<file path="config.mk">
export PLATFORM = sky130hd
export DESIGN_NAME = addsub_sequencer
export DESIGN_NICKNAME = d
export VERILOG_FILES = /design/src/rtl/addsub_pkg.sv /design/src/rtl/addsub_fifo.sv /design/src/rtl/addsub_sequencer.sv
export SDC_FILE = /design/constraint.sdc
export NUM_CORES = 1
export LEC_CHECK = 0
export CORE_ASPECT_RATIO = 1.1
export CORE_MARGIN = 3
export CORE_UTILIZATION = 41
export CTS_CLUSTER_DIAMETER = 200
export CTS_CLUSTER_SIZE = 25
export DETAILED_ROUTE_END_ITERATION = 10
export PLACE_DENSITY = 0.75
export SLEW_MARGIN = 15
export SYNTH_ARGS = -nofsm -noshare
export SYNTH_HDL_FRONTEND = slang
export SYNTH_SLANG_ARGS = --single-unit
</file>
<file path="constraint.sdc">
create_clock -name clk -period 2.9 [get_ports clk]
set_input_delay 0.58 -clock clk [delete_from_list [all_inputs] [get_ports clk]]
set_output_delay 0.58 -clock clk [all_outputs]
set_load 0.02 [all_outputs]
</file>
<file path="src/rtl/addsub_pkg.sv">
// ---------------------------------------------------------------------------
// addsub_pkg
// Shared types and constants for the add/sub request sequencer:
//   - op_e    : request opcode (ADD/SUB/BOTH/NOP), 2-bit encoding on the pins
//   - state_e : sequencer FSM states
//   - req_t   : one queued request {a, b, op}
//   - DEPTH_DEFAULT, OPW (operand width), RESW (result width)
// ---------------------------------------------------------------------------
package addsub_pkg;

    localparam int unsigned DEPTH_DEFAULT = 4;
    localparam int unsigned OPW           = 4;
    localparam int unsigned RESW          = 5;

    typedef enum logic [1:0] {
        OP_ADD  = 2'b00,
        OP_SUB  = 2'b01,
        OP_BOTH = 2'b10,
        OP_NOP  = 2'b11
    } op_e;

    typedef enum logic [1:0] {
        ST_IDLE,
        ST_ISSUE,
        ST_WAIT,
        ST_RESP
    } state_e;

    typedef struct packed {
        logic [OPW-1:0] a;
        logic [OPW-1:0] b;
        op_e            op;
    } req_t;

    function automatic logic op_has_add(input op_e op);
        return (op == OP_ADD) || (op == OP_BOTH);
    endfunction

    function automatic logic op_has_sub(input op_e op);
        return (op == OP_SUB) || (op == OP_BOTH);
    endfunction

endpackage

</file>
<file path="src/rtl/addsub_fifo.sv">
// ---------------------------------------------------------------------------
// addsub_fifo
// Synchronous single-clock request FIFO with occupancy count.
// Ports:
//   clk, reset   : clock, synchronous active-high reset (empties the FIFO)
//   i_push       : write i_data (ignored when full)
//   i_data       : request to enqueue
//   i_pop        : drop head entry (ignored when empty)
//   o_data       : head entry (valid when !o_empty)
//   o_empty      : no entries held
//   o_count      : number of entries held, 0..DEPTH
// ---------------------------------------------------------------------------
module addsub_fifo
    import addsub_pkg::*;
#(
    parameter int unsigned DEPTH = DEPTH_DEFAULT
)
(
    input  logic                     clk,
    input  logic                     reset,
    input  logic                     i_push,
    input  req_t                     i_data,
    input  logic                     i_pop,
    output req_t                     o_data,
    output logic                     o_empty,
    output logic [$clog2(DEPTH):0]   o_count
);

    localparam int unsigned AW = $clog2(DEPTH);
    localparam int unsigned CW = AW + 1;

    req_t            r_mem [DEPTH];
    logic [AW-1:0]   r_wr_ptr;
    logic [AW-1:0]   r_rd_ptr;
    logic [CW-1:0]   r_count;

    logic            w_do_push;
    logic            w_do_pop;

    assign w_do_push = i_push && (r_count < CW'(DEPTH));
    assign w_do_pop  = i_pop && (r_count != '0);

    // DEPTH is a power of two, so pointers wrap by plain overflow.
    always_ff @(posedge clk) begin
        if (reset) begin
            r_wr_ptr <= '0;
            r_rd_ptr <= '0;
            r_count  <= '0;
        end else begin
            if (w_do_push) begin
                r_wr_ptr <= r_wr_ptr + 1'b1;
            end
            if (w_do_pop) begin
                r_rd_ptr <= r_rd_ptr + 1'b1;
            end
            case ({w_do_push, w_do_pop})
                2'b10:   r_count <= r_count + 1'b1;
                2'b01:   r_count <= r_count - 1'b1;
                default: r_count <= r_count;
            endcase
        end
    end

    always_ff @(posedge clk) begin
        if (!reset && w_do_push) begin
            r_mem[r_wr_ptr] <= i_data;
        end
    end

    assign o_data  = r_mem[r_rd_ptr];
    assign o_empty = (r_count == '0);
    assign o_count = r_count;

endmodule

</file>
<file path="src/rtl/addsub_sequencer.sv">
// ---------------------------------------------------------------------------
// addsub_sequencer
// Queues operand requests and drives them one at a time through an external
// add/sub stage (one-cycle registered latency), returning the results in
// acceptance order over a valid/ready handshake.
// Ports:
//   clk, reset            : clock, synchronous active-high reset
//   in_valid/in_ready     : request handshake; in_ready = FIFO not full
//   in_a, in_b, in_op     : operands and opcode (00 ADD, 01 SUB, 10 BOTH, 11 NOP)
//   a, b                  : operands driven to the add/sub stage
//   load, load1           : add-enable / sub-enable strobes (ISSUE only)
//   sum_in, sub_in        : registered a+b and |a-b| from the add/sub stage
//   out_valid/out_ready   : result handshake
//   out_sum, out_sub      : result values (0 where the op did not ask for it)
//   out_op                : opcode of the returned result
//   busy                  : FSM not idle
//   fifo_count            : requests waiting in the FIFO
// ---------------------------------------------------------------------------
module addsub_sequencer
    import addsub_pkg::*;
#(
    parameter int unsigned DEPTH = DEPTH_DEFAULT
)
(
    input  logic                     clk,
    input  logic                     reset,
    input  logic                     in_valid,
    output logic                     in_ready,
    input  logic [OPW-1:0]           in_a,
    input  logic [OPW-1:0]           in_b,
    input  logic [1:0]               in_op,
    output logic [OPW-1:0]           a,
    output logic [OPW-1:0]           b,
    output logic                     load,
    output logic                     load1,
    input  logic [RESW-1:0]          sum_in,
    input  logic [RESW-1:0]          sub_in,
    output logic                     out_valid,
    input  logic                     out_ready,
    output logic [RESW-1:0]          out_sum,
    output logic [RESW-1:0]          out_sub,
    output logic [1:0]               out_op,
    output logic                     busy,
    output logic [$clog2(DEPTH):0]   fifo_count
);

    localparam int unsigned CW = $clog2(DEPTH) + 1;

    state_e          r_state;
    state_e          w_next_state;

    logic [OPW-1:0]  r_a;
    logic [OPW-1:0]  r_b;
    op_e             r_op;

    logic [RESW-1:0] r_out_sum;
    logic [RESW-1:0] r_out_sub;
    op_e             r_out_op;

    req_t            w_push_req;
    req_t            w_head;
    logic            w_push;
    logic            w_pop;
    logic            w_empty;
    logic [CW-1:0]   w_count;

    // ---------------- request FIFO ----------------
    always_comb begin
        w_push_req.a  = in_a;
        w_push_req.b  = in_b;
        w_push_req.op = op_e'(in_op);
    end

    assign in_ready = (w_count < CW'(DEPTH));
    assign w_push   = in_valid && in_ready;
    assign w_pop    = (r_state == ST_IDLE) && !w_empty;

    addsub_fifo #(
        .DEPTH (DEPTH)
    ) u_fifo (
        .clk     (clk),
        .reset   (reset),
        .i_push  (w_push),
        .i_data  (w_push_req),
        .i_pop   (w_pop),
        .o_data  (w_head),
        .o_empty (w_empty),
        .o_count (w_count)
    );

    assign fifo_count = w_count;

    // ---------------- FSM: state register ----------------
    always_ff @(posedge clk) begin
        if (reset) begin
            r_state <= ST_IDLE;
        end else begin
            r_state <= w_next_state;
        end
    end

    // ---------------- FSM: next state ----------------
    always_comb begin
        w_next_state = r_state;
        case (r_state)
            ST_IDLE:  if (!w_empty) w_next_state = ST_ISSUE;
            ST_ISSUE: w_next_state = ST_WAIT;
            ST_WAIT:  w_next_state = ST_RESP;
            ST_RESP:  if (out_ready) w_next_state = ST_IDLE;
            default:  w_next_state = ST_IDLE;
        endcase
    end

    // ---------------- FSM: outputs ----------------
    always_comb begin
        load      = 1'b0;
        load1     = 1'b0;
        out_valid = 1'b0;
        busy      = (r_state != ST_IDLE);
        case (r_state)
            ST_ISSUE: begin
                load  = op_has_add(r_op);
                load1 = op_has_sub(r_op);
            end
            ST_RESP:  out_valid = 1'b1;
            default:  ;
        endcase
    end

    // ---------------- operand registers ----------------
    // Loaded on the pop edge so a/b are already stable during ISSUE and
    // then hold until the next request is popped.
    always_ff @(posedge clk) begin
        if (reset) begin
            r_a  <= '0;
            r_b  <= '0;
            r_op <= OP_ADD;
        end else if (w_pop) begin
            r_a  <= w_head.a;
            r_b  <= w_head.b;
            r_op <= w_head.op;
        end
    end

    assign a = r_a;
    assign b = r_b;

    // ---------------- result registers ----------------
    // The stage registers on the ISSUE->WAIT edge, so its outputs are
    // valid throughout WAIT and are captured on the WAIT->RESP edge.
    always_ff @(posedge clk) begin
        if (reset) begin
            r_out_sum <= '0;
            r_out_sub <= '0;
            r_out_op  <= OP_ADD;
        end else if (r_state == ST_WAIT) begin
            r_out_sum <= op_has_add(r_op) ? sum_in : '0;
            r_out_sub <= op_has_sub(r_op) ? sub_in : '0;
            r_out_op  <= r_op;
        end
    end

    assign out_sum = r_out_sum;
    assign out_sub = r_out_sub;
    assign out_op  = r_out_op;

endmodule

</file>
### After elaboration in Yosys (flattened, before gate mapping)

Memory sizes are Yosys's and may differ from the RTL's. A register that Yosys moved wholly into a read port is not among the register bits.
Index checks and enable logic that the tools add are counted.

* order comparisons: 1
* reductions and logical operators: 16
* $add $sub $neg: 4
* muxes and demuxes: 11
* shift operators: 0
* bitwise operators: 0
* div/mod/pow operators: 0
* equal/unequal tests: 9
* multipliers: 0

Operators by type and width (count)
* 5-bit 2-to-1 mux: 2
* 2-bit equality test (second input constant): 4
* 2-bit case mux with 4 select lines: 1
* 2-bit by 1-bit equality test with 1-bit output (second input constant): 3
* 3-bit case mux with 2 select lines: 1
* 1-bit logical AND: 5
* 1-bit 2-to-1 mux: 5
* 2-bit by 1-bit adder with 2-bit output (second input constant): 2
* 2-bit logical NOT: 2
* 2-bit 2-to-1 mux: 2
* 2-bit inequality test (second input constant): 2
* 2-bit nonzero test: 2
* 3-bit by 1-bit adder with 3-bit output (second input constant): 1
* 3-bit logical NOT: 1
* 3-bit less-than comparator (second input constant): 1
* 3-bit nonzero test: 1
* 3-bit by 1-bit subtractor with 3-bit output (second input constant): 1
* 1-bit logical NOT: 2
* 1-bit logical OR: 2
* 2-bit AND reduction: 1

* latch bits: 0
* input port bits: 24
* bits in writable memories: 40
* memory bits (read-only): 0
* register bits after elaboration: 21
* word-level logic and storage cells: 49
* output and inout bits: 28
* memories: 1

Memories
* u_fifo.r_mem: words 4, bits a word 10, read ports 1, clocked after memory_dff 1, write ports 1, line addsub_fifo.sv:32 `req_t r_mem [DEPTH];`

### Longest topological paths before layout

Gate-level depths: netlist (run 1).

* word-level depth: 6
* mapped depth: 11
* depth with buffers taken out: 10

### Modules after synthesis

Synthesis (run 1) repeated with hierarchy kept, for this count alone.

* cells, all modules: 225
* area total of the unflattened synthesis: 2919.0 um^2

Modules (own cells, without submodules)
* addsub_fifo: instances 1, cells an instance 104, seq. area each 1381.3 um^2, area each 1901.8 um^2
* addsub_sequencer: instances 1, cells an instance 121, seq. area each 480.5 um^2, area each 1017.2 um^2

### Least setup slack after synthesis (run 1)

Ideal clock, no wire load.

* kind: flip-flop to flip-flop
* from: register r_state[0]
* to: register u_fifo.r_count[2], in the netlist u_fifo.o_count[2]
* stages on the path, launching flop included: 12
* library setup time: 0.070 ns
* path buffers: 1
* arrival: 2.127 ns
* path slack: 0.704 ns
* period minus slack after synthesis: 2.196 ns
* data required time: 2.830 ns
* path through: dfxtp_1 inv_1 ha_1 o31ai_4 inv_2 buf_2 ha_1 inv_1 fa_1 xor2_1 or3_1 a21oi_1

* word-level cells in the longest chain between the ends: 5
* elaborated cells on any way between the ends: 7
* classes of those cells: eq/ne: 2; mux: 1; reduce/logical: 4

RTL lines
* start: declaration: line addsub_sequencer.sv:49 `state_e r_state;`
* start signal: assignment: line addsub_sequencer.sv:98 `r_state <= w_next_state;`
* 2-bit logical NOT *: line addsub_sequencer.sv:76 `assign w_pop = (r_state == ST_IDLE) && !w_empty;`
* 1-bit logical AND *: line addsub_sequencer.sv:76
* net u_fifo.i_pop: line addsub_fifo.sv:23 `input logic i_pop,`
* 1-bit logical AND *: line addsub_fifo.sv:41 `assign w_do_pop = i_pop && (r_count != '0);`
* 2-bit by 1-bit equality test with 1-bit output or 2-bit equality test (tied branches): line addsub_fifo.sv:56 `case ({w_do_push, w_do_pop})`
* 3-bit case mux with 2 select lines or 2-bit nonzero test (tied branches)
* end signal: assignment: line addsub_fifo.sv:57 `2'b10: r_count <= r_count + 1'b1;`
* end signal: assignment: line addsub_fifo.sv:58 `2'b01: r_count <= r_count - 1'b1;`
* end signal: assignment: line addsub_fifo.sv:59 `default: r_count <= r_count;`
* end: declaration: line addsub_fifo.sv:35 `logic [CW-1:0] r_count;`

Mark *: on every way through the listed nets, which the timed path passes. The rest lies on a longest branch.
A chain may end at the register's enable or synchronous reset.

### Final worst setup path (run 1)

* from: register r_op[0] (read register of u_fifo.r_mem)
* to: output port load

* word-level cells in the longest chain between the ends: 3
* elaborated cells on any way between the ends: 4
* classes of those cells: eq/ne: 1; mux: 1; reduce/logical: 2

RTL lines
* start: declaration: line addsub_sequencer.sv:54 `op_e r_op;`
* 2-bit equality test or 2-bit logical NOT (tied branches): line addsub_pkg.sv:36 `return (op == OP_ADD) || (op == OP_BOTH);`
* 1-bit logical OR *: line addsub_pkg.sv:36
* 1-bit 2-to-1 mux *: line addsub_sequencer.sv:120 `case (r_state)`
* end: declaration: line addsub_sequencer.sv:34 `output logic load,`

Mark *: on every way between the ends. The rest lies on a longest branch, timed or not.

==> summary.md, run 1 <==
Using the TritonRoute via totals, the vias-per-cell ratio works out to 4.93. The largest total area in the synthesized netlist belongs to sky130_fd_sc_hd__edfxtp_1. Across the VDD grid, the largest voltage drop is 456 µV. The slowest stage of the critical path belongs to the cell sky130_fd_sc_hd__clkdlybuf4s50_1.

For the count of final hold-check violations, the log shows 0. Element type at the critical path end: an output port. The arrival time of the worst setup path came out at 1990 ps. At the worst endpoint, the required time is 2320 ps.

The synthesized flop and latch total was 71. The run gives 471 ps as the post-route worst hold slack. After technology mapping, the gate count stands at 222. The tree is rooted in a sky130_fd_sc_hd__clkbuf_8.

In the final design database the tool counted 311 nets. On the worst path, the slowest cell contributes a delay of 530 ps. CTS built an H-tree with a depth of 3. For the number of iterations in the first detailed-routing pass, the log shows 4. Measured along the x axis, the die boundary spans 86.8 µm. For the cell area after synthesis, the log shows 0.00294 mm². The library cell used most frequently in the layout, excluding fill and tap cells, is sky130_fd_sc_hd__clkdlybuf4s50_1.

Synthesis produced a netlist with a net count of 259. The count of buffers added on input and output ports is 51. The setup violation total in the final timing report is 0. In this run the remaining antenna-violating nets after routing total 0. The worst pin sits at a relative slew slack of 50.1%. The floorplan has 31 rows.

TritonCTS built the clock tree. The logs give 0 for the aggregate global routing overflow and 68 for the number of DRC markers in iteration 0. Setup repair after global routing left no endpoint under its margin. The top-level I/O count is 52, and the clock-pin transition on the worst setup and hold timing paths is 70 ps.

From bottom edge to top edge, the die measures 94.9 µm. The number of clock sinks is 71. The tools report the sort of element at the start of the critical path as a register.

The number of pins with negative max-slew slack in the final report was 0; the total vias in the final route was 1774. Class of the most critical setup path: register to output port. Biggest fanout along the worst timing path: 6.

The via count of the first global-routing pass came out at 1763. Summing the sequential cell areas from Yosys gives 61.9% of the chip area. The final setup TNS was 0 ps; the effective utilization at floorplan was 43.4%. Total of max-cap violations: 0. Prior to clock tree synthesis, the placed netlist has a worst setup slack of 336 ps. Dividing total power by cell area gives a power density of 881 mW/mm². Counting along the longest clock path gives a buffer depth of 2. The flow ran to the end, and the final reports show no timing, DRC or antenna violations.

The count of yosys warnings during synthesis came out at 0. The congestion estimate from routability-driven global placement came to 0.725. The core region is 0.00679 mm². The insertion delay of the later-clocked pin in the worst-skew pair is 340 ps. The total buffers and inverters traversed by the critical path is 2.

The signal on the critical path passes through inv_1 > ha_1 > or2_2 > and2_1 > clkdlybuf4s50_1. The ratio of final minimum period to clock period was 88.5%; the placed wire-length estimate was 3.54 mm. Overall power consumption after layout is estimated at 3.25 mW. At the pin with the least slew margin, the transition time is 748 ps. From synthesis to final layout, the design area changed by 25.5%. The worst hold path belongs to the class register to register. The finished cells cover 0.00369 mm².

Clock skew on the completed layout was measured at 5.71 ps. Once the clock tree was built, the setup fixing pass inserted 0 buffers. The area of the die is 0.00823 mm².

Entering global routing, the biggest net connects 34 pins. The first global-routing pass estimated 8.36 mm of wire. The global-route usage over all layers came out at 13.5%.

In the final routed layout, each cell accounts on average for 14.4 µm. The tools report the total cell area at the placement stage as 0.00349 mm². The kind of cell adding the most delay to the critical path was buffers and inverters. Synthesis instantiated 31 different standard cells from the library. In the post-synthesis netlist, the biggest area contributors are sky130_fd_sc_hd__edfxtp_1 41%, sky130_fd_sc_hd__dfxtp_1 21%, sky130_fd_sc_hd__mux4_2 6.1%. The synthesized design devotes to its leading area cell type 40.8% of total area. The final routed DRC violation total is 0, and the initial antenna violation count is 0.

The mean instance size in the synthesized netlist works out to 13.3 µm². The run gives 0 as the hold buffer count at cts. The number of clock buffers added by TritonCTS is 9. The layout cell share with drive strength beyond 1 is 12.2%, and the minimum setup slack in the final design is 333 ps. In the layout the commonest cells are 51 x sky130_fd_sc_hd__clkdlybuf4s50_1, 40 x sky130_fd_sc_hd__edfxtp_1, 31 x sky130_fd_sc_hd__dfxtp_1, 22 x sky130_fd_sc_hd__nand2_1, 16 x sky130_fd_sc_hd__a21oi_1. The routed design could run at a clock period as short as 2570 ps. The total length of routed wires is 5.17 mm. The tools report the upper clock frequency limit as 0.390 GHz.

The repair_antennas step left the layout with diodes totalling 0. The tools report the final-layout fill cell count as 565. The standby leakage power is 1.25 nW, and the post-cts resize count is 0.
per-layer routing:
layer | vias to the layer above | wire, µm | GRT usage [%]
li1 | 876 | - | -
met1 | 837 | 2220 | 16.3
met2 | 53 | 2580 | 21.4
met3 | 8 | 304 | 5.93
met4 | 0 | 75 | 4.42
met5 | - | 0 | 0
registers in the layout (all words and copies together), names as in the netlist:
register and count:
out_sub 5, r_op 2, u_fifo.r_wr_ptr 2, out_sum 5, u_fifo.r_mem 40, a 4
r_state 2, u_fifo.o_count 3, out_op 2, b 4, u_fifo.r_rd_ptr 2
per-stage QoR:
step / cells / utilization (%)
finish: 360 / 54.4
global route: 360 / 54.4
CTS: 360 / 54.4
detailed placement: 345 / 51.4
global placement: 345 / 51.4
floorplan: 222 / -
final cells by class:
class / instances / area [µm²] / area share [%]
sequential: 71 / 1820 / 49.3
multi-input combinational: 125 / 992 / 26.9
timing repair buffer: 52 / 518 / 14.0
clock buffer: 11 / 131 / 3.56
tap: 82 / 103 / 2.78
clock inverter: 4 / 71.3 / 1.93
inverter: 15 / 56.3 / 1.52
worst paths after layout:
kind                                 from                        endpoint  slack (ps)  depth (start not counted)
hold reg to reg   out_sub[1]$_SDFFE_PP0P_         out_sub[1]$_SDFFE_PP0P_         470                          2
setup / recovery     r_op[0]$_SDFFE_PP0P_                            load         330                          5
hold / removal    out_sub[1]$_SDFFE_PP0P_         out_sub[1]$_SDFFE_PP0P_         470                          2
setup reg to reg  r_state[0]$_SDFFE_PP0P_  u_fifo.o_count[2]$_SDFFE_PP0P_         450                         10
logic make-up (layout without fill, tap and decap cells):
group | Yosys count | in the layout | share of synthesized area [%]
compound gates | 31 | 31 | 7.10
xor+xnor | 4 | 4 | 1.19
fa+ha+maj | 13 | 13 | 5.78
buf+inv | 26 | 82 | 4.38
flops | 71 | 71 | 61.9
mux | 12 | 12 | 8.59
simple gates | 65 | 65 | 11.1
Yosys cell counts:
| cell type | n |
|---|---|
| sky130_fd_sc_hd__edfxtp_1 | 40 |
| sky130_fd_sc_hd__dfxtp_1 | 31 |
| sky130_fd_sc_hd__nand2_1 | 22 |
| sky130_fd_sc_hd__a21oi_1 | 16 |
| sky130_fd_sc_hd__inv_1 | 13 |
| sky130_fd_sc_hd__ha_1 | 12 |
| sky130_fd_sc_hd__nand2b_1 | 10 |
| sky130_fd_sc_hd__nand3_1 | 10 |
| sky130_fd_sc_hd__nor2_1 | 9 |
| sky130_fd_sc_hd__a21oi_2 | 8 |
| sky130_fd_sc_hd__mux4_2 | 8 |
| sky130_fd_sc_hd__and2_1 | 6 |
| sky130_fd_sc_hd__clkbuf_1 | 4 |
| sky130_fd_sc_hd__nor2b_1 | 4 |
| sky130_fd_sc_hd__o21ai_0 | 4 |
| sky130_fd_sc_hd__buf_2 | 2 |
| sky130_fd_sc_hd__buf_6 | 2 |
| sky130_fd_sc_hd__inv_2 | 2 |
| sky130_fd_sc_hd__mux2i_1 | 2 |
| sky130_fd_sc_hd__mux4_1 | 2 |
| sky130_fd_sc_hd__o41ai_1 | 2 |
| sky130_fd_sc_hd__or3_1 | 2 |
| sky130_fd_sc_hd__xnor2_1 | 2 |
| sky130_fd_sc_hd__xor2_1 | 2 |
| sky130_fd_sc_hd__buf_1 | 1 |
| sky130_fd_sc_hd__buf_4 | 1 |
| sky130_fd_sc_hd__clkbuf_8 | 1 |
| sky130_fd_sc_hd__fa_1 | 1 |
| sky130_fd_sc_hd__nor4b_2 | 1 |
| sky130_fd_sc_hd__o31ai_4 | 1 |
| sky130_fd_sc_hd__or2_2 | 1 |
worst register-to-register path, stage by stage, from the launching register on:
cell,delay [ps]
sky130_fd_sc_hd__dfxtp_1,340
sky130_fd_sc_hd__inv_1,110
sky130_fd_sc_hd__ha_1,260
sky130_fd_sc_hd__o31ai_4,180
sky130_fd_sc_hd__inv_2,220
sky130_fd_sc_hd__ha_1,220
sky130_fd_sc_hd__inv_1,60
sky130_fd_sc_hd__fa_1,370
sky130_fd_sc_hd__xor2_1,160
sky130_fd_sc_hd__or3_1,310
sky130_fd_sc_hd__a21oi_1,150
report_power, final:
group / total [mW] / internal (mW) / switching [mW]
Sequential: 1.35 / 1.21 / 0.138
Clock: 0.816 / 0.477 / 0.338
Combinational: 1.09 / 0.510 / 0.581
Total: 3.25 / 2.20 / 1.06
(Power assumes the default switching activity.)
==> inputs of run 2 (changes only) <==
Settings changed: CELL_PAD_IN_SITES_DETAIL_PLACEMENT set to 1, CELL_PAD_IN_SITES_GLOBAL_PLACEMENT set to 1, PLACE_DENSITY 0.75 to 0.87.
==> run 2 against run 1 <==
Sequential power is essentially flat. Sequential share of layout area is 0.084 points higher. Clock skew is 10 ps higher. Register-to-register slack got worse by 40 ps. Critical path depth did not move. Largest cell class unchanged. Largest power group unchanged. Highest routed layer unchanged.
==> summary.md, run 2 (synthesis gave the netlist of run 1 again) <==
The class of the most critical setup path is register to output port (unchanged). Kind of cell adding the most delay to the critical path: buffers and inverters (unchanged). The routability-driven placement congestion ratio was 0.721 (was 0.725); the layout cell share with drive strength beyond 1 was 13.3% (was 12.2%). The area growth from synthesis to layout is 25.3% (was 25.5%). Power density normalized to cell area: 874 mW/mm² (was 881 mW/mm²). The tools report the hold path startpoint as out_sub[3]$_SDFFE_PP0P_ (was out_sub[1]$_SDFFE_PP0P_).

The final layout net count came out at 311 (unchanged). Critical path, cell by cell: inv_1 > ha_1 > or2_2 > and2_1 > clkdlybuf4s50_1 (unchanged). The number of CTS-inserted buffers is 9 (unchanged), and the standby leakage power is 1.24 nW (was 1.25 nW). Setup repair after global routing left no endpoint under its margin. The initial antenna violation count is 0 (unchanged), and the total power after layout is 3.22 mW (was 3.25 mW). The logs give 0 (unchanged) for the total of max-cap violations and 345 (unchanged) for the number of placed instances, taps included. The per-cell via count in the routed design is 5.06 (was 4.93), and the setup violation total in the final timing report is 0 (unchanged). Cell with the largest stage delay on the worst path: sky130_fd_sc_hd__clkdlybuf4s50_1 (unchanged). The number of clock sinks was 71 (unchanged). For the remaining max-slew budget at the tightest pin, the log shows 47.1% (was 50.1%). Register name with the most flops: u_fifo.r_mem (unchanged).

For the post-route core utilization, the log shows 54.3% (was 54.4%). Class of the tightest hold or removal check: register to register (unchanged). The number of iterations in the first detailed-routing pass is 4 (unchanged), and the flip-flop count of the largest register after layout is 40 (unchanged).

TritonCTS built the clock tree. The logs give 0 (unchanged) for the final routed DRC violation total and 0.00823 mm² (unchanged) for the area of the die. The count of final hold-check violations came out at 0 (unchanged). The flow ran to the end, and the final reports show no timing, DRC or antenna violations. The tools report the aggregate global routing overflow as 0 (unchanged). The logs give 5.88 mm (was 5.17 mm) for the total length of routed wires and 471 ps (about the same) for the post-route worst hold slack.

The run gives 0 (unchanged) as the antenna diode instance count. The tools report the top-level I/O count as 52 (unchanged). The run gives 2 (unchanged) as the number of buffers on the longest clock path. The via count of the first global-routing pass was 1952 (was 1763). The logs give 3 (unchanged) for the H-tree level count and 31 (unchanged) for the number of standard-cell rows in the floorplan. For the worst voltage drop across the vdd grid, the log shows 451 µV (was 456 µV). For the effective utilization at floorplan, the log shows 43.4% (unchanged).

For the met2 wire length, the log shows 3.02 mm (was 2.58 mm). Clock-pin transition on the worst setup and hold timing paths: 70 ps (about the same). The tools report the library cell used as clock root buffer as sky130_fd_sc_hd__clkbuf_8 (unchanged). The global-route usage over all layers is 15.3% (was 13.5%), and the die extent in y is 94.9 µm (unchanged). The largest net degree at the start of global routing was 34 (unchanged); the arrival time of the worst setup path was 2010 ps (was 1990 ps).

The final setup TNS is 0 ps (unchanged), and the post-CTS setup buffer count is 0 (unchanged). The placed wire-length estimate was 3.99 mm (was 3.54 mm). The clock skew was 15.9 ps (was 5.71 ps); the average wire per standard cell was 16.3 µm (was 14.4 µm).

The tools report the critical path required time as 2320 ps (about the same). The largest incremental delay on the critical path is 530 ps (about the same). Die outline width: 86.8 µm (unchanged). Leading cell type in the layout, fill and taps excluded: sky130_fd_sc_hd__clkdlybuf4s50_1 (unchanged). The tools report the hold buffer count at cts as 0 (unchanged).

The number of cells in the finished layout apart from fillers came out at 361 (was 360). Most used cells in the layout excluding fill and tap cells: 51 x sky130_fd_sc_hd__clkdlybuf4s50_1, 40 x sky130_fd_sc_hd__edfxtp_1, 31 x sky130_fd_sc_hd__dfxtp_1, 22 x sky130_fd_sc_hd__nand2_1, 16 x sky130_fd_sc_hd__a21oi_1 (unchanged). The run gives 65 (was 68) as the number of DRC markers in iteration 0. The run gives 0 (unchanged) as the post-cts resize count. The ratio of final minimum period to clock period was 89.5% (was 88.5%). The wire length on met3 is 269 µm (was 304 µm), and the total vias in the final route is 1825 (was 1774).

For the met1 wire length, the log shows 2.47 mm (was 2.22 mm). The count of input and output buffers is 51 (unchanged). The clock period minus final worst setup slack works out to 2590 ps (was 2570 ps). The beginning of the critical path is r_op[0]$_SDFFE_PP0P_ (unchanged). Worst flop-to-flop path startpoint: r_state[0]$_SDFFE_PP0P_ (unchanged).

The core region area came out at 0.00679 mm² (unchanged). The highest routing layer actually used was met4 (unchanged). The run gives 0 (unchanged) as the number of pins with negative max-slew slack in the final report. The element type at the critical path end was an output port (unchanged). The worst-margin pin slew was 792 ps (was 748 ps); the upper clock frequency limit was 0.385 GHz (was 0.390 GHz). The insertion delay of the later-clocked pin in the worst-skew pair was 340 ps (about the same). Sort of element at the start of the critical path: a register (unchanged). The tools report the count of antenna-violating nets left after detailed routing as 0 (unchanged). The biggest fanout along the worst timing path was 6 (unchanged).

The total buffers and inverters traversed by the critical path works out to 2 (unchanged). First-pass GRT wire length: 9.46 mm (was 8.36 mm).
-- run 2: cell count changes in the layout (fill, tap and decap cells not counted), sizes merged --
cell	before	now
clkinvlp	1	2
inv	15	16
clkbuf	11	9
bufinv	2	1
clkinv	1	3
-- run 2: final cells by class --
class	count	area, µm²
Fill cell	682	3100
Sequential cell	71	1820
Multi-Input combinational cell	125	992
Timing Repair Buffer	52	518
Clock buffer	9	124
Tap cell	82	103
Clock inverter	7	72.6
Inverter	15	56.3
-- run 2: report_power, final --
part	leakage [nW]	switching (mW)	internal, mW
clock network	0.0934	0.372	0.398
logic	0.534	0.599	0.511
registers	0.616	0.136	1.21
total	1.24	1.11	2.12
-- run 2: final timing paths --
path | endpoint | slack, ps | cells past startpoint
setup / recovery | load | 310 | 5
hold / removal | out_sub[3]$_SDFFE_PP0P_ | 470 | 2
setup reg to reg | u_fifo.o_count[2]$_SDFFE_PP0P_ | 410 | 10
hold reg to reg | out_sub[3]$_SDFFE_PP0P_ | 470 | 2
-- run 2: worst min-delay path: stages, from the launching register on --
cell and delay, ps:
sky130_fd_sc_hd__dfxtp_1 310, sky130_fd_sc_hd__nand2b_1 60, sky130_fd_sc_hd__a21oi_1 50
-- run 2: per-stage QoR --
stage	worst slack [ps]	area (µm²)
after global routing	190	3690
after floorplan	704	2940
after detailed placement	306	3490
after CTS	265	3690
after global placement	404	3490
final	305	3690
-- run 2: per-layer routing --
metal  vias up  track usage (%)
met4         0             6.75
met1       880             16.5
li1        886                -
met5         -                0
met2        49             28.4
met3        10             3.40
==> RTL change 1, RTL diff (settings of run 1) <==
Register the output `fifo_count`; this adds one clock of latency there. The other outputs are not delayed to match.
--- a/src/rtl/addsub_sequencer.sv
+++ b/src/rtl/addsub_sequencer.sv
@@ -90,3 +90,5 @@
 
-    assign fifo_count = w_count;
+    always_ff @(posedge clk) begin
+        fifo_count <= w_count;
+    end
 
Formal check against the unedited RTL: not equivalent (Yosys sat finds a counterexample within 4 cycles, from zero or initial values and one cycle with reset high).
==> RTL change 1 against run 1 <==
  * Hold slack worse by 0.014 ns
  * Wire length up 1.4%
  * Count of clock-buffer cells in the layout down 2
  * Synthesized area up 2.0%
  * First-iteration DRC count up 2.9%
  * Sequential cell count up 3
  * Final area up 1.9%
  * Total power up 2.0%
  * Highest routed layer unchanged
  * Critical path type unchanged
  * Die area up 1.8%
  * Clock skew up 0.0073 ns
  * Setup slack worse by 0.020 ns
  * Register-to-register slack worse by 0.05 ns
  * Core utilization down 1.0 points
==> RTL change 1: results (changes against run 1) <==
- Status: finished clean
- Slew margin rel.: 49.7% (-0.38 points)
- Post-detail-place hpwl: 3600 microns (+1.7%)
- Complex-gate fraction of the synthesized area: 6.96% (-0.14 points)
- Post-synthesis xor/xnor area fraction: 1.17% (-0.023 points)
- Number of distinct library cells after synthesis: 29 (-6.5%)
- Placed Instances: 351 (+1.7%)
- Synth Area in Adders: 5.67% (-0.11 points)
- Area growth syn-to-layout: 25.4% (about the same)
- Synth area leaders: edfxtp_1, dfxtp_1, mux4_2, ha_1, nand2_1
- Clk_skew: 0.0130 ns (+0.00731 ns)
- Layout fillers: 607 (+7.4%)
- GRT Total Usage: 13.8% (+0.40 points)
- Top cells by count, synth: edfxtp_1, dfxtp_1, nand2_1
- Sequential area share after synthesis: 62.7% (+0.81 points)
- Arr. time, crit path: 2.01 ns (+0.02 ns)
- Layout cells sized above 1: 13.5% (+1.2 points)
- Port Buffer Count: 51 (unchanged)
- Routed via count: 1822 (+2.7%)
- Worst vdd ir: 0.463 mV (+1.5%)
- P_leak: 1.28 nW (+2.4%)
- Starting DRC count in detailed routing: 70 (+2.9%)
- Final net count: 314 (+0.96%)
- Cell count of the worst hold path: 0 (-2)
- Final GP Congestion: 0.739 (+2.0%)
- Hold Crit Start: u_fifo.o_count[1]
- Post-synthesis mux area share: 8.42% (-0.16 points)
- Synthesized net count: 262 (+1.2%)
- Critical R2R Launch: r_state[1]
- CP Max Fanout: 6 (unchanged)
- Placed Area: 3550 sq um (+1.8%)
- Drt total wl: 5250 microns (+1.4%)
- Syn_area_per_cell: 13.3 sq um (+0.60%)
- Layout Cells excl Fill: 367 (+1.9%)
-- RTL change 1: changes by cell type after synthesis, sizes merged --
cell and delta:
dfxtp +3
-- RTL change 1: power breakdown --
group	total, mW	internal, mW	switching [mW]
logic	1.09	0.511	0.575
registers	1.40	1.26	0.140
clock network	0.831	0.414	0.417
-- RTL change 1: path summary, 6_finish.rpt --
| check | endpoint | slack, ns |
|---|---|---|
| min reg2reg | fifo_count[1] | 0.46 |
| min | fifo_count[1] | 0.46 |
| max | load | 0.31 |
| max reg2reg | u_fifo.o_count[2] | 0.40 |
-- RTL change 1: critical path, delay by kind of cell (launching register included) --
family | cells | cell delay [ns]
buffers and inverters | 2 | 0.60
adder cells (fa/ha/maj) | 1 | 0.19
AND/OR/NAND/NOR | 2 | 0.52
flip-flops | 1 | 0.36
-- RTL change 1: layout make-up --
type | count | share of cell area [%]
sequential | 74 | 50.0
multi-input combinational | 125 | 26.4
timing repair buffer | 52 | 13.8
clock buffer | 9 | 3.29
tap | 85 | 2.83
clock inverter | 7 | 2.23
inverter | 15 | 1.50
-- RTL change 1: cells by family after synthesis --
family                   count (synthesis)
AND/OR/NAND/NOR                         65
adder cells (fa/ha/maj)                 13
multiplexers                            12
AO/OA/AOI/OAI                           31
XOR/XNOR                                 4
buffers and inverters                   26
flip-flops                              74
-- RTL change 1: per-layer routing --
| metal | vias to the layer above | part of all wire, % | GRT usage, % |
|---|---|---|---|
| met5 | - | 0 | 0 |
| met4 | 0 | 2.0 | 6.91 |
| met3 | 12 | 5.0 | 3.08 |
| met2 | 43 | 49 | 22.7 |
| met1 | 870 | 44 | 17.3 |
| li1 | 897 | - | - |
-- RTL change 1: metrics by stage --
step / hold WS, ns / worst slack (ns)
5_1_grt: 0.472 / 0.209
3_3_place_gp: 0.442 / 0.349
2_1_floorplan: 0.415 / 0.646
4_1_cts: 0.461 / 0.280
3_5_place_dp: 0.434 / 0.284
6_report: 0.457 / 0.313
==> RTL change 2, RTL diff (config.mk and constraints of run 1) <==
Made on the original files. The package constant `DEPTH_DEFAULT` goes from 4 to 2.
--- a/src/rtl/addsub_pkg.sv
+++ b/src/rtl/addsub_pkg.sv
@@ -10,3 +10,3 @@
 
-    localparam int unsigned DEPTH_DEFAULT = 4;
+    localparam int unsigned DEPTH_DEFAULT = 2;
     localparam int unsigned OPW           = 4;
Ports: changed (resized fifo_count); port bits go from 52 to 51. The function was not compared with the original's and may differ.
==> RTL change 2 against run 1 <==
  * Final area is 31% lower
  * Setup slack gained 0.059 ns
  * Largest power group is now combinational logic
  * Largest cell class unchanged
  * Core utilization up 4.2 points
  * Wire length decreased by 37%
  * Die area is 34% lower
  * Sequential cell count is 23 lower
  * Synthesized area fell by 36%
  * Total power shrank 23%
==> RTL change 2: results (changes against run 1) <==
- Later-pin clock latency in the skew report: 0.30 ns (-0.04 ns)
- Seq cells: 48 (-32%)
- Layout cells sized above 1: 6.10% (-6.1 points)
- Setup slack, reg-to-reg: 0.97 ns (+0.52 ns)
- WHS Endpoint: out_sub[3]
- Inverters excl. clock: 7 (-8)
- Post-synthesis mux area share: 6.93% (-1.7 points)
- Synthesized net count: 191 (-26%)
- Post-synthesis xor/xnor area fraction: 1.87% (+0.67 points)
- P_leak: 0.897 nW (-28%)
- Multi-input gates: 96 (-23%)
- ClkCell Share: 4.52% (-0.97 points)
- Placed Area: 2430 sq um (-30%)
- GRT Total Usage: 12.9% (-0.58 points)
- Area growth syn-to-layout: 35.6%
- Clk slew on worst S/H paths: 0.09 ns (+0.02 ns)
- Seq/total area: 45.6% (-3.7 points)
- RR Endpoint: u_fifo.o_count[1]
- Largest register FFs: 20 (-50%)
- Vias in the first global route: 1276 (-28%)
- Layout fillers: 375 (-34%)
- Place WS: 0.710 ns (+0.375 ns)
- Status: finished clean
- Port Buffer Count: 50 (-2.0%)
- Sequential area share after synthesis: 61.8% (-0.079 points)
- Multi-input gate share of the layout cell area: 25.4% (-1.5 points)
- Clk_skew: 0.00602 ns (+0.000308 ns)
- Wire per inst: 12.2 microns (-15%)
- Routed via count: 1286 (-28%)
- First-pass GRT wire length: 5550 microns (-34%)
- Arr. time, crit path: 1.93 ns (-0.06 ns)
- Worst-Margin Slew: 0.661 ns (-0.0867 ns)
- Core box area: 4350 sq um (-36%)
- Synth Area in Adders: 4.66% (-1.1 points)
- Number of distinct library cells after synthesis: 26 (-16%)
- Top_reg_cell synth: dfxtp_1
- Hold slack: 0.472 ns (+0.000342 ns)
- Final net count: 243 (-22%)
- Non-clk bufs: 54 (+3.8%)
- Hold Crit Start: out_sub[3]
- Worst vdd ir: 0.470 mV (+3.2%)
- Setup WS post-layout: 0.392 ns (+0.0590 ns)
- Post-detail-place hpwl: 2240 microns (-37%)
- Placed Instances: 259 (-25%)
- Buffer share of cell area: 20.8% (+6.8 points)
- Complex-gate fraction of the synthesized area: 8.39% (+1.3 points)
- Final GP Congestion: 0.760 (+4.8%)
- H-Tree Depth: 2 (-1)
- Starting DRC count in detailed routing: 46 (-32%)
- Gate Count Post-Synth: 160 (-28%)
-- RTL change 2: where the power goes --
group	total (mW)	internal, mW	switching (mW)
clock network	0.477	0.259	0.217
logic	1.03	0.504	0.526
registers	0.989	0.861	0.129
-- RTL change 2: kinds of logic (layout without fill, tap and decap cells) --
| family | after synthesis | in the layout |
|---|---|---|
| compound gates | 25 | 25 |
| simple gates | 47 | 47 |
| mux | 13 | 13 |
| buf+inv | 16 | 69 |
| xor+xnor | 4 | 4 |
| fa+ha+maj | 7 | 7 |
| flops | 48 | 48 |
-- RTL change 2: worst max-delay path, delay by kind of cell (launching register included) --
family	cells	cell delay, ns
fa+ha+maj	1	0.18
buf+inv	2	0.60
flops	1	0.35
simple gates	2	0.51
-- RTL change 2: routing by layer --
layer / global-route usage [%] / part of all wire [%]
met5: 0 / 0
met4: 4.51 / 1.6
met3: 4.98 / 7.1
met2: 20.2 / 45
met1: 16.2 / 46
